<file path="config.mk">
export PLATFORM = sky130hd
export DESIGN_NAME = int_mem_param
export DESIGN_NICKNAME = d
export VERILOG_FILES = /design/src/rtl/int_mem_pkg.sv /design/src/rtl/int_mem_clr_seq.sv /design/src/rtl/int_mem_param.sv
export SDC_FILE = /design/constraint.sdc
export NUM_CORES = 2
export LEC_CHECK = 0
export CORE_UTILIZATION = 55
export CTS_BUF_LIST = sky130_fd_sc_hd__clkbuf_4 sky130_fd_sc_hd__clkbuf_8
export CTS_CLUSTER_SIZE = 20
export DETAILED_ROUTE_END_ITERATION = 6
export PLACE_DENSITY = 0.78
export SLEW_MARGIN = 5
export SYNTH_ARGS = -nofsm -noshare
export SYNTH_HDL_FRONTEND = slang
export SYNTH_SLANG_ARGS = --single-unit
</file>
<file path="constraint.sdc">
create_clock -name clk -period 11.5 [get_ports clk]
set_input_delay 2.875 -clock clk [delete_from_list [all_inputs] [get_ports clk]]
set_output_delay 2.875 -clock clk [all_outputs]
set_load 0.01 [all_outputs]
</file>
<file path="src/rtl/int_mem_pkg.sv">
// int_mem_pkg: shared types, default clear word and depth helper for int_mem_param
package int_mem_pkg;
  typedef enum logic {CLEAR, READY} state_t;
  localparam logic [7:0] CLR_VAL_DEF = 8'h00;
  function automatic int depth_of(input int aw);
    return 1 << aw;
  endfunction
endpackage

</file>
<file path="src/rtl/int_mem_clr_seq.sv">
// int_mem_clr_seq: clear sequencer FSM driving one array word per cycle after reset or clr_req
module int_mem_clr_seq
  import int_mem_pkg::*;
#(
  parameter int ADDR_W = 8,
  parameter int DATA_W = 8,
  parameter logic [DATA_W-1:0] CLR_VAL = '0
) (
  input  logic              clk,
  input  logic              rst_n,
  input  logic              clr_req,
  output logic              clr_we,
  output logic [ADDR_W-1:0] clr_addr,
  output logic [DATA_W-1:0] clr_data,
  output logic              init_busy,
  output logic              init_done
);
  state_t state;
  logic [ADDR_W-1:0] clr_ptr;
  always_ff @(posedge clk or negedge rst_n) begin
    if (!rst_n) begin
      state     <= CLEAR;
      clr_ptr   <= '0;
      init_done <= 1'b0;
    end else if (state == CLEAR) begin
      clr_ptr <= clr_ptr + 1'b1;
      if (clr_ptr == '1) begin
        state     <= READY;
        init_done <= 1'b1;
      end
    end else if (clr_req) begin
      state   <= CLEAR;
      clr_ptr <= '0;
    end
  end
  assign init_busy = (state == CLEAR);
  assign clr_we    = init_busy;
  assign clr_addr  = clr_ptr;
  assign clr_data  = CLR_VAL;
endmodule

</file>
<file path="src/rtl/int_mem_param.sv">
// int_mem_param: parametrised 8051 internal RAM with clear sequencer and selectable read path
module int_mem_param
  import int_mem_pkg::*;
#(
  parameter int DATA_W = 8,
  parameter int ADDR_W = 8,
  parameter int READ_MODE = 0,
  parameter logic [DATA_W-1:0] CLR_VAL = DATA_W'(CLR_VAL_DEF)
) (
  input  logic              clk,
  input  logic              rst_n,
  input  logic [ADDR_W-1:0] addr,
  input  logic [DATA_W-1:0] data_in,
  input  logic              we1_n,
  input  logic              we2_n,
  input  logic              rd_n,
  input  logic              clr_req,
  output logic [DATA_W-1:0] data_out,
  output logic              init_busy,
  output logic              init_done
);
  localparam int DEPTH = depth_of(ADDR_W);
  logic [DATA_W-1:0] mem [DEPTH];
  logic              clr_we;
  logic [ADDR_W-1:0] clr_addr;
  logic [DATA_W-1:0] clr_data;
  logic              bus_we;
  int_mem_clr_seq #(.ADDR_W(ADDR_W), .DATA_W(DATA_W), .CLR_VAL(CLR_VAL)) u_seq (
    .clk(clk), .rst_n(rst_n), .clr_req(clr_req), .clr_we(clr_we), .clr_addr(clr_addr),
    .clr_data(clr_data), .init_busy(init_busy), .init_done(init_done)
  );
  // a READY cycle that accepts clr_req does not also service the bus
  assign bus_we = !init_busy && !clr_req && (!we1_n || !we2_n);
  always_ff @(posedge clk) begin
    if (clr_we || bus_we) mem[clr_we ? clr_addr : addr] <= clr_we ? clr_data : data_in;
  end
  if (READ_MODE == 0) begin : g_comb
    assign data_out = init_busy ? CLR_VAL : mem[addr];
  end else begin : g_reg
    always_ff @(posedge clk or negedge rst_n) begin
      if (!rst_n) data_out <= '0;
      else if (init_busy) data_out <= CLR_VAL;
      else if (!rd_n && !clr_req) data_out <= bus_we ? data_in : mem[addr];
    end
  end
endmodule

</file>
======== Word-level counts from Yosys, hierarchy flattened ========
Memory sizes are Yosys's and may differ from the RTL's.
Cells that the tools add are included.
word-level totals
  bits in registers ....................... 10
  RAM bits ................................ 2,048
  input bits .............................. 22
  output and inout port bits .............. 10
  word-level logic and storage cells ...... 26
  memories kept ........................... 1
operators by class
  add/sub/neg operators ................... 1
  eq/ne operators ......................... 2
  multiplexer cells ....................... 10
  bitwise logic cells ..................... 1
  reduce and logical (&&, ||, !) cells .... 8
memories
  name  depth  width  read ports  clocked after Yosys merged registers in  wr ports  line                 source
  mem   256    8      1           0                                        1         int_mem_param.sv:23  logic [DATA_W-1:0] mem [DEPTH];
operators with widths
  kind                   count
  $mux W8                5
  $add A8 B1 Y8 const B  1
  $eq A8 B8 Y1 const B   1
  $mux W1                5
  $logic_not A1 Y1       3
  $logic_and A1 B1 Y1    2
  $logic_or A1 B1 Y1     2
  $ne A2 B2 Y1 const B   1
  $reduce_and A2 Y1      1
  $not A1 Y1             1

======== Longest topological paths before layout ========
  depth after elaboration ................. 6
  gate-level depth with buffers ........... 11
  depth with buffers taken out ............ 6

======== Modules after synthesis ========
A second synthesis with hierarchy kept.
unflattened totals
  cells, all modules ...................... 3,981
  area total of the unflattened synthesis .. 81,008.9 um^2
modules (own cells, without submodules)
  module           instances  cells an instance  area an instance (um^2)  seq. area each (um^2)
  int_mem_param    1          3,921              80,429.6                 61,499.0
  int_mem_clr_seq  1          60                 579.3                    250.2

======== Least setup slack after synthesis ========
OpenSTA, ideal clock, no wires.
  path kind ............................... in2out
  start point ............................. input addr[1]
  end point ............................... output data_out[6]
  data arrival time ....................... 5.134 ns
  path slack .............................. 3.491 ns
  cell stages on the path ................. 10
  path through ............................ buf_2 buf_2 buf_1 buf_1 mux4_2 o22ai_1 nor2_1 a21oi_1 a31oi_1 or4_1
on the way
  cells in the longest elaborated chain, start to end .. 2
RTL lines
  item                line                 source
  start: declaration  int_mem_param.sv:12  input logic [ADDR_W-1:0] addr,
  $mem_v2 Z256 W8     n/a
  $mux W8             int_mem_param.sv:38  assign data_out = init_busy ? CLR_VAL : mem[addr];
  end: declaration    int_mem_param.sv:18  output logic [DATA_W-1:0] data_out,
No other way between the ends.

======== Worst setup path in the final report ========
  start point ............................. input addr[5]
  end point ............................... output data_out[5]
Same word-level chain as after synthesis.

==> flow_summary.ini <==
[status]
status = complete, but fails checks
violations = DRC

[placement]
dp.cells = 5607
port_buffers = 30
gp_congestion = 0.882
dp_hpwl_mm = 104

[worst_setup_path]
end_kind = primary output
cpPeakStageDelay_ns = 1.04
startpoint_type = primary input
ff2ff_setup_slack_ns = 6.79
crit_chain = clkdlybuf4s50_1 > nor2b_1 > buf_4 > o221ai_1 > nor2_1 > a21oi_1 > a31oi_1 > or4_1 > clkdlybuf4s50_1
cpMostUsedCell = clkdlybuf4s50_1
cp.required_ns = 8.63
crit_slowest_cell = clkdlybuf4s50_1
rr_startpoint = u_seq.state
reg2reg_depth = 6
crit_type = in2out
critPathMaxFanout = 11
r2r-end = mem[114][6]
arrival_ns = 7.21

[finish]
nets = 4043
drive_gt1_frac = 0.243
mostFrequentLayoutCell = edfxtp_1
final_cell_mix = edfxtp_1, mux4_2, clkbuf_8
fin_cells = 6141
area_growth_pct = 10.2
nFillCells = 9321

[min_path]
hold_path_class = reg2reg
hold_depth = 1
min_to = u_seq.init_done
hp-start = u_seq.init_done

[detailed_routing]
ant_nets = 0
drt_wl_total_mm = 174
viasPerCell = 6.38
drt_first_pass_iters = 7
dr_total_vias = 39200
wire_per_inst_um = 28.3
dr.first_iter.drc_count = 4978
route.detailed.drc = 24

[global_route]
grt_pass1_vias = 39600
grt_usage = 0.239
antenna_found_initial = 6
grt_start_max_net_pins = 211
grt_pass1_wl_mm = 256
overflow = 0

[timing]
finalMaxSlewViolations = 0
clock_skew_ns = 0.0605
hold_viol = 0
fin_setup_tns_ns = 0
final.min_clock_period_ns = 10.09
rsz0062_at_grt = no
slew_headroom = 0.170
post-route-period-util = 0.877
fmax_mhz = 99.1
worst_slew_pin_slew_ns = 1.24
finalSetupViolCount = 0

[synth]
synth_fa_ha_area_frac = 0.000157
synth_cell_types = 42
syn-num-nets = 3867
synth_ff_type = edfxtp_1
synthSimpleGateAreaFrac = 0.0281
avgSynthCellArea_um2 = 20.8
ys_warn_count = 0
netlist_instances = 3844
synth_edf_count = 2048
synth_seq_cells = 2058
postSynth.asyncResetShare = 0.00486
ys_seq_area_frac = 0.773
synth_area_mm2 = 0.0799
synth-compound-area-share = 0.0321
synth_top_family_by_area = multiplexers
synth_xor_area_frac = 0.000110
synth_mux_area_frac = 0.152

[clock_tree]
cts_sinks = 2058
clockBufferDepth = 4
cts_root_buf = clkbuf_8
cts_buffers = 314
post-cts-setup-buffer-count = 0
cts_hold_buf = 0
cts_tree = yes
ctsHtreeMaxLevel = 5
ctsResizeCount = 0
clkLatencyLatePin_ns = 1.00
path_clk_slew_ns = 0.06

[die]
dieArea_mm2 = 0.147
die_y_um = 383
num_io_pins = 32
floorplan.initialDensity = 0.555
die_w_um = 383
rows = 139
core_area_mm2 = 0.144

[power_and_ir_drop]
power.density_mw_per_mm2 = 170
p_leak_nw = 28.0
peakVddDrop_v = 0.000133
power_w = 0.0150

[run]
cap_violations = 0
-- Yosys cell counts (2+ instances only) --
cell      count  area [um^2]
nand2_1     105          394
nor3_1        8         40.0
mux4_2      440         9910
a21o_1        3         22.5
buf_2        63          315
o21ai_1       6         30.0
or2_2         2         12.5
a31oi_1      18          113
a211oi_1     32          240
a21oi_1      17         85.1
a22oi_1      32          240
mux2i_1     185         1850
and2_1       10         62.6
inv_1         4         15.0
buf_4        11         82.6
buf_6        18          203
nor2_1      306         1150
o31ai_1       4         30.0
edfxtp_1   2048        61500
or4_1        16          120
a221oi_1      7         61.3
nand2b_1      7         43.8
clkbuf_1    126          473
mux2_2       32          360
o211ai_1     16          120
dfrtp_1      10          250
o221ai_1    112          981
nand4_1       3         18.8
o21ai_0      15         75.1
or3_1         3         18.8
nand3_1      48          240
o22ai_1      82          513
buf_1        23         86.3
nor2b_1      22          138
o32ai_1       3         26.3
-- per-stage QoR --
step	hold WS [ns]	setup WS, ns	utilization	cell area (um^2)
floorplan	0.504	3.49	-	79900
global placement	0.453	1.63	0.571	82200
detailed placement	0.492	1.59	0.571	82200
CTS	0.506	1.59	0.612	88000
global route	0.515	1.40	0.612	88000
finish	0.509	1.41	0.612	88000
-- power breakdown --
| group | internal [W] | switching [W] |
|---|---|---|
| registers | 0.00827 | 0.0000461 |
| logic | 0.000308 | 0.000678 |
| clock network | 0.00307 | 0.00263 |
-- area by class of cell --
cell class	instances	area (um^2)	area share
antenna	7	17.5	0.000199
inverter	5	18.8	0.000213
multi-input combinational	1540	17000	0.193
clock inverter	101	598	0.00679
tap	1903	2380	0.0270
clock buffer	426	5240	0.0595
timing repair buffer	101	1040	0.0118
sequential	2058	61700	0.701
-- state kept, by name, summed over array words and instances, names as in the netlist --
register and count:
mem 2048, u_seq.clr_addr 8, u_seq.init_done 1, u_seq.state 1
-- kinds of logic after synthesis --
logic type | after synthesis
AO/OA/AOI/OAI | 350
multiplexers | 657
adder cells (fa/ha/maj) | 1
buffers and inverters | 246
AND/OR/NAND/NOR | 531
flip-flops | 2058
XOR/XNOR | 1
-- worst max-delay path, delay by kind of cell --
family,cells,cell delay (ns)
buf+inv,3,1.98
simple gates,3,1.32
compound gates,3,1.02
-- per-layer routing --
metal  track usage  vias up  wire length, um
li1              -    16400                -
met1         0.331    20200            64600
met2         0.373     2234            83800
met3        0.0574      355            19300
met4        0.0888        0             5770
met5             0        -                0
-- worst max path at each step --
stage / startpoint / end / slack (ns) / cells after the start
after floorplan: addr[1] / data_out[6] / 3.49 / 10
after CTS: addr[0] / data_out[1] / 1.59 / 10
after global placement: addr[1] / data_out[3] / 1.63 / 9
final: addr[5] / data_out[5] / 1.41 / 9
after detailed placement: addr[0] / data_out[1] / 1.59 / 10
after global routing: addr[0] / data_out[3] / 1.40 / 10
(Power assumes the default switching activity.)
